### src/rtl/hmac_pkg.sv
// Shared constants and FSM encoding for the HMAC-SHA384 front end.
// Imported by the padder.
package hmac_pkg;

  localparam int BLOCK_WORDS = 32;
  localparam int KEY_BLOCK_BITS = 1024;
  localparam int LEN_FIELD_BITS = 128;
  localparam logic [7:0] PAD_MARKER = 8'h80;

  typedef enum logic [2:0] {
    IDLE,
    FILL,
    PAD,
    SEND,
    WAIT
  } pad_state_e;

endpackage

### src/rtl/hmac_msg_padder.sv
// Packs a byte stream into 1024-bit SHA-384 blocks, pads it,
// drives hmac_core init/next and latches the final tag.
module hmac_msg_padder
  import hmac_pkg::*;
#(
  parameter int LEN_W = 32
) (
  input  logic          clk,
  input  logic          reset_n,
  input  logic          msg_valid,
  output logic          msg_ready,
  input  logic [31:0]   msg_data,
  input  logic          msg_last,
  input  logic [2:0]    msg_bytes,
  output logic          core_init,
  output logic          core_next,
  output logic [1023:0] core_block,
  input  logic          core_ready,
  input  logic          core_tag_valid,
  input  logic [383:0]  core_tag,
  output logic [383:0]  tag,
  output logic          tag_valid,
  output logic          busy
);

  localparam int LB = LEN_W + 4;

  pad_state_e state, state_n;

  logic [31:0]      blk [BLOCK_WORDS];
  logic [4:0]       widx;
  logic [LEN_W-1:0] byte_cnt;
  logic             first_blk_done;
  logic             mark_pend;
  logic             len_here;
  logic             pad_pending;
  logic             final_blk;

  logic             wr_en;
  logic [4:0]       wr_idx;
  logic [31:0]      wr_data;
  logic             acc;
  logic [2:0]       nbytes;
  logic [LB-1:0]    len_bits;
  logic [LEN_FIELD_BITS-1:0] len_field;
  logic             wait_done;

  function automatic logic [31:0] tail_word(
    input logic [31:0] d,
    input logic [2:0]  n
  );
    logic [31:0] w;
    unique case (n)
      3'd0:    w = {PAD_MARKER, 24'h0};
      3'd1:    w = {d[31:24], PAD_MARKER, 16'h0};
      3'd2:    w = {d[31:16], PAD_MARKER, 8'h0};
      3'd3:    w = {d[31:8], PAD_MARKER};
      default: w = d;
    endcase
    return w;
  endfunction

  // Marker wins; length only lands here once the marker fits below word 28.
  function automatic logic [31:0] pad_word(
    input logic [4:0]                idx,
    input logic                      mark,
    input logic                      len_ok,
    input logic [LEN_FIELD_BITS-1:0] len
  );
    logic [31:0] w;
    w = '0;
    if (mark) begin
      w = {PAD_MARKER, 24'h0};
    end else if (len_ok && idx >= 5'd28) begin
      unique case (idx[1:0])
        2'd0: w = len[127:96];
        2'd1: w = len[95:64];
        2'd2: w = len[63:32];
        2'd3: w = len[31:0];
      endcase
    end
    return w;
  endfunction

  assign msg_ready = (state == IDLE) || (state == FILL);
  assign busy = (state != IDLE);
  assign acc = msg_valid && msg_ready;
  assign nbytes = (msg_bytes > 3'd4) ? 3'd4 : msg_bytes;
  assign len_bits = {1'b0, byte_cnt, 3'b000}
                  + LB'(KEY_BLOCK_BITS);
  assign len_field = LEN_FIELD_BITS'(len_bits);
  assign wait_done = core_ready && core_tag_valid;

  for (genvar i = 0; i < BLOCK_WORDS; i++) begin : g_blk
    assign core_block[1023-32*i -: 32] = blk[i];
  end

  always_comb begin
    state_n = state;
    wr_en = 1'b0;
    wr_idx = widx;
    wr_data = msg_data;
    core_init = 1'b0;
    core_next = 1'b0;
    unique case (state)
      IDLE: begin
        if (msg_valid) begin
          wr_en = 1'b1;
          wr_idx = 5'd0;
          if (msg_last) begin
            wr_data = tail_word(msg_data, nbytes);
            state_n = PAD;
          end else begin
            state_n = FILL;
          end
        end
      end
      FILL: begin
        if (msg_valid) begin
          wr_en = 1'b1;
          if (msg_last) begin
            wr_data = tail_word(msg_data, nbytes);
          end
          if (widx == 5'd31) begin
            state_n = SEND;
          end else if (msg_last) begin
            state_n = PAD;
          end
        end
      end
      PAD: begin
        wr_en = 1'b1;
        wr_data = pad_word(widx, mark_pend,
                           len_here, len_field);
        if (widx == 5'd31) begin
          state_n = SEND;
        end
      end
      SEND: begin
        if (core_ready) begin
          core_init = !first_blk_done;
          core_next = first_blk_done;
          state_n = WAIT;
        end
      end
      WAIT: begin
        if (wait_done) begin
          if (final_blk) begin
            state_n = IDLE;
          end else if (pad_pending) begin
            state_n = PAD;
          end else begin
            state_n = FILL;
          end
        end
      end
      default: state_n = IDLE;
    endcase
  end

  always_ff @(posedge clk or negedge reset_n) begin
    if (!reset_n) begin
      state <= IDLE;
      for (int i = 0; i < BLOCK_WORDS; i++) begin
        blk[i] <= '0;
      end
      widx <= '0;
      byte_cnt <= '0;
      first_blk_done <= 1'b0;
      mark_pend <= 1'b0;
      len_here <= 1'b0;
      pad_pending <= 1'b0;
      final_blk <= 1'b0;
      tag <= '0;
      tag_valid <= 1'b0;
    end else begin
      state <= state_n;
      if (wr_en) begin
        blk[wr_idx] <= wr_data;
      end
      unique case (state)
        IDLE: begin
          if (acc) begin
            byte_cnt <= msg_last ? LEN_W'(nbytes)
                                 : LEN_W'(4);
            first_blk_done <= 1'b0;
            tag_valid <= 1'b0;
            widx <= 5'd1;
            mark_pend <= msg_last && (nbytes == 3'd4);
            len_here <= msg_last && (nbytes != 3'd4);
            pad_pending <= 1'b0;
            final_blk <= 1'b0;
          end
        end
        FILL: begin
          if (acc) begin
            byte_cnt <= byte_cnt
                      + (msg_last ? LEN_W'(nbytes)
                                  : LEN_W'(4));
            widx <= widx + 5'd1;
            if (msg_last) begin
              mark_pend <= (nbytes == 3'd4);
              len_here <= (nbytes != 3'd4)
                       && (widx <= 5'd27);
            end
            if (widx == 5'd31) begin
              pad_pending <= msg_last;
            end
          end
        end
        PAD: begin
          widx <= widx + 5'd1;
          if (mark_pend) begin
            mark_pend <= 1'b0;
            len_here <= (widx <= 5'd27);
          end
          if (widx == 5'd31) begin
            final_blk <= len_here;
            pad_pending <= !len_here;
          end
        end
        SEND: begin
          if (core_ready) begin
            first_blk_done <= 1'b1;
          end
        end
        WAIT: begin
          if (wait_done) begin
            if (final_blk) begin
              tag <= core_tag;
              tag_valid <= 1'b1;
            end else if (pad_pending) begin
              len_here <= 1'b1;
            end
          end
        end
        default: ;
      endcase
    end
  end

endmodule

### config.mk
export PLATFORM = sky130hd
export DESIGN_NAME = hmac_msg_padder
export DESIGN_NICKNAME = d
export VERILOG_FILES = /design/src/rtl/hmac_pkg.sv /design/src/rtl/hmac_msg_padder.sv
export SDC_FILE = /design/constraint.sdc
export NUM_CORES = 2
export LEC_CHECK = 0
export CAP_MARGIN = 0
export CORE_AREA = 2 2 724 726
export DETAILED_ROUTE_END_ITERATION = 8
export DIE_AREA = 0 0 726 728
export GPL_TIMING_DRIVEN = 0
export MAX_ROUTING_LAYER = met4
export SKIP_LAST_GASP = 1
export SYNTH_ARGS = -nofsm -noshare
export SYNTH_HDL_FRONTEND = slang
export SYNTH_SLANG_ARGS = --single-unit
### constraint.sdc
create_clock -name clk -period 2.4 [get_ports clk]
set_clock_uncertainty 0.2 [all_clocks]
set_input_delay 0.48 -clock clk [delete_from_list [all_inputs] [get_ports clk]]
set_output_delay 0.48 -clock clk [all_outputs]
set_load 0.005 [all_outputs]
==> metrics.txt <==
status=finished, violations left; failing checks=hold timing, setup timing; DR pass1 iterations=7; GP Congestion=0.9588; H-tree depth=4; hold_ws=-0.6314 ns; reg2reg start=state[1]; WL/cell=30.98 um; antenna-violating nets left=0; die area=0.5285 mm^2; clk sinks=1,454; I/O pin total=1,838; Core Area=0.5199 mm^2; Crit Reg-Reg Endpoint=core_block[934]; Clock Latency Late Sink=0.89 ns; Cell Count, Final, Fillers Out=14,438; min Tclk post-route=3.049 ns; Finished Core Util=19.46%; Synth Instances=4,547; post-synthesis register bit count=1,454; Hold Path Class=in -> async; Synth Warn #=0; initial antenna violation count=142; Hold-fix buffers, CTS=317; fmax=327.9 MHz; Critical Path Stages=1; worst setup path end=tag[97]; setup ws final=-0.6494 ns; DR WL met2=197.7 mm; Worst Setup End Kind=primary output; RSZ-0062 raised after global routing=yes; register area share after synthesis=66.54%; WP data arrival=2.37 ns; met1 WL=184.6 mm; port bufs=1,836; asr flop ratio synth=100.0%; DP Wirelength=350.0 mm; pwr dens=1103 mW/mm^2; slowest stage delay, CP=1.07 ns; setup tns final=-528.02 ns; total CTS buffers=180; Syn Nets=4,981; Top delay family on crit path=buffers and inverters; Die Ht=728 um; Layout fillers=56,709; Synth top cells by count=1,454 x dfrtp_1, 554 x mux2_2, 505 x nand2_1; Mapped Area=0.05468 mm^2; Residual DRC=0; CP Launch Type=flip-flop; register area=0.03640 mm^2; fin crit share=127.1%; Slew Limit Fails=0; 1st-iter DRT viols=4,254; vias in the first global route=50,137; Vias/cell=3.513; All-Layer GR Usage=16.61%; Clk Tree Root Cell=clkbuf_16; layout net count=7,680; Met3 Routed Length=40.92 mm; Initial Util=10.52%; Max IR drop VDD=0.8533 mV; Reg2Reg Setup Slack=-0.55 ns; Critical Path Source=tag[97]; worst reg-to-reg path cell count=10; Overflow after GRT=0; first-pass GRT wire length=555.4 mm; Leak=0.04254 uW; Yosys top cell area share=66.54%; multi-input logic area=0.01809 mm^2; Hold Vio Cnt, Final=145; top-count cell post-synth=dfrtp_1; CP Cell Sequence=dlygate4sd2_1; ys flop type=dfrtp_1; WL final=447.3 mm; synth top area cells=dfrtp_1 67%, mux2_2 11%, o21ai_0 4.2%; leading area contributor after synthesis=dfrtp_1; Die X=726 um; top sig layer=met4; clk buf depth=4; row cnt=265; Setup CP Type=reg -> out; average cell area after synthesis=12.03 um^2; Rel. slew slack=13.67%; Cell variety after synth=73; Worst path slowest cell=dlygate4sd2_1; Layout Area Growth over Synthesis=85.00%; Placed Instances=13,383; CTS tree=done; number of max-cap violations=0; measured slew at the worst slew-check pin=1.300 ns; number of setup violations in the final report=2,584; vias=50,725; Buffers & Inverters on Critical Path=1; Clock transition at path regs=0.06 ns; Worst Path Required=1.72 ns; largest net degree at the start of global routing=181; share of cells above drive strength 1=24.12%; Post-synth EDFFs=0; CP max FO=2
-- cell type report --
type | count | area share (%)
antenna | 107 | 0.2647
buffer | 345 | 4.166
clock buffer | 248 | 4.992
clock inverter | 77 | 1.039
inverter | 21 | 0.08782
multi-input combinational | 2718 | 17.88
sequential | 1454 | 35.98
tap | 6942 | 8.586
timing repair buffer | 2526 | 27.00
-- cells by family after synthesis --
| family | after synthesis | synth area share (%) |
|---|---|---|
| muxes | 557 | 11.46 |
| AOI/OAI and AO/OA | 1046 | 10.23 |
| xor gates and xnor gates | 36 | 0.5766 |
| adders and majority gates | 9 | 0.2197 |
| DFF | 1454 | 66.54 |
| and+or+nand+nor | 1069 | 8.080 |
| buffers and inverters | 376 | 2.892 |
-- cells in the final DEF, fill, tap and decap left out, types with 45 or more instances in the layout --
cell             instances
a21oi_1                371
buf_8                   45
clkbuf_16              241
dlygate4sd3_1          313
buf_4                  141
mux2_2                 554
o21ai_1                 45
o21ai_0                395
buf_12                 124
clkbuf_1                89
dfrtp_1               1443
buf_16                  62
diode_2                107
clkbuf_8                77
clkdlybuf4s50_1       1796
a31oi_1                 71
nand2_1                468
buf_6                   78
a21oi_2                 45
nor2_1                 396
-- registers in the layout, indices dropped and copies added (netlist names), 3 cells and up --
signal      flops
core_block   1024
tag           384
byte_cnt       32
widx            5
state           3
-- repair_timing --
item                       4_1_cts  5_1_grt
pin swaps                       95       29
resized for setup              988      318
hold endpoints to repair       499      145
gates cloned                    52        7
setup endpoints to repair     3077     3083
buffers inserted               221       38
-- report_power, final --
group / leakage [uW] / internal, uW / switching, uW
sequential: 0.0193 / 31200 / 4290
combinational: 0.0203 / 21800 / 25500
clock: 0.00300 / 16500 / 12200
total: 0.0425 / 69500 / 42100
-- metal layers --
layer,vias to the layer above,track usage (%)
li1,21199,-
met1,26129,20.17
met2,2720,25.04
met3,677,5.449
met4,0,7.359
met5,-,-
-- stage by stage --
| step | cell area [um^2] | total power, uW | worst slack (ns) |
|---|---|---|---|
| 2_1_floorplan | 54890 | 44820 | -0.1909 |
| 3_3_place_gp | 81950 | 74930 | -76.42 |
| 3_5_place_dp | 83500 | 76820 | -3.185 |
| 4_1_cts | 99830 | 112500 | -0.6126 |
| 5_1_grt | 101100 | 116400 | -0.6288 |
| 6_report | 101200 | 111600 | -0.6494 |
-- how the worst min path moves through the flow --
stage / startpoint / endpoint / cells after the start
floorplan: reset_n / byte_cnt[0] / 0
global route: reset_n / tag[170] / 1
finish: reset_n / tag[171] / 1
detailed placement: core_block[396] / core_block[396] / 2
CTS: reset_n / core_block[54] / 1
global placement: core_block[166] / core_block[166] / 2
Power figures use the tool's default switching activity.
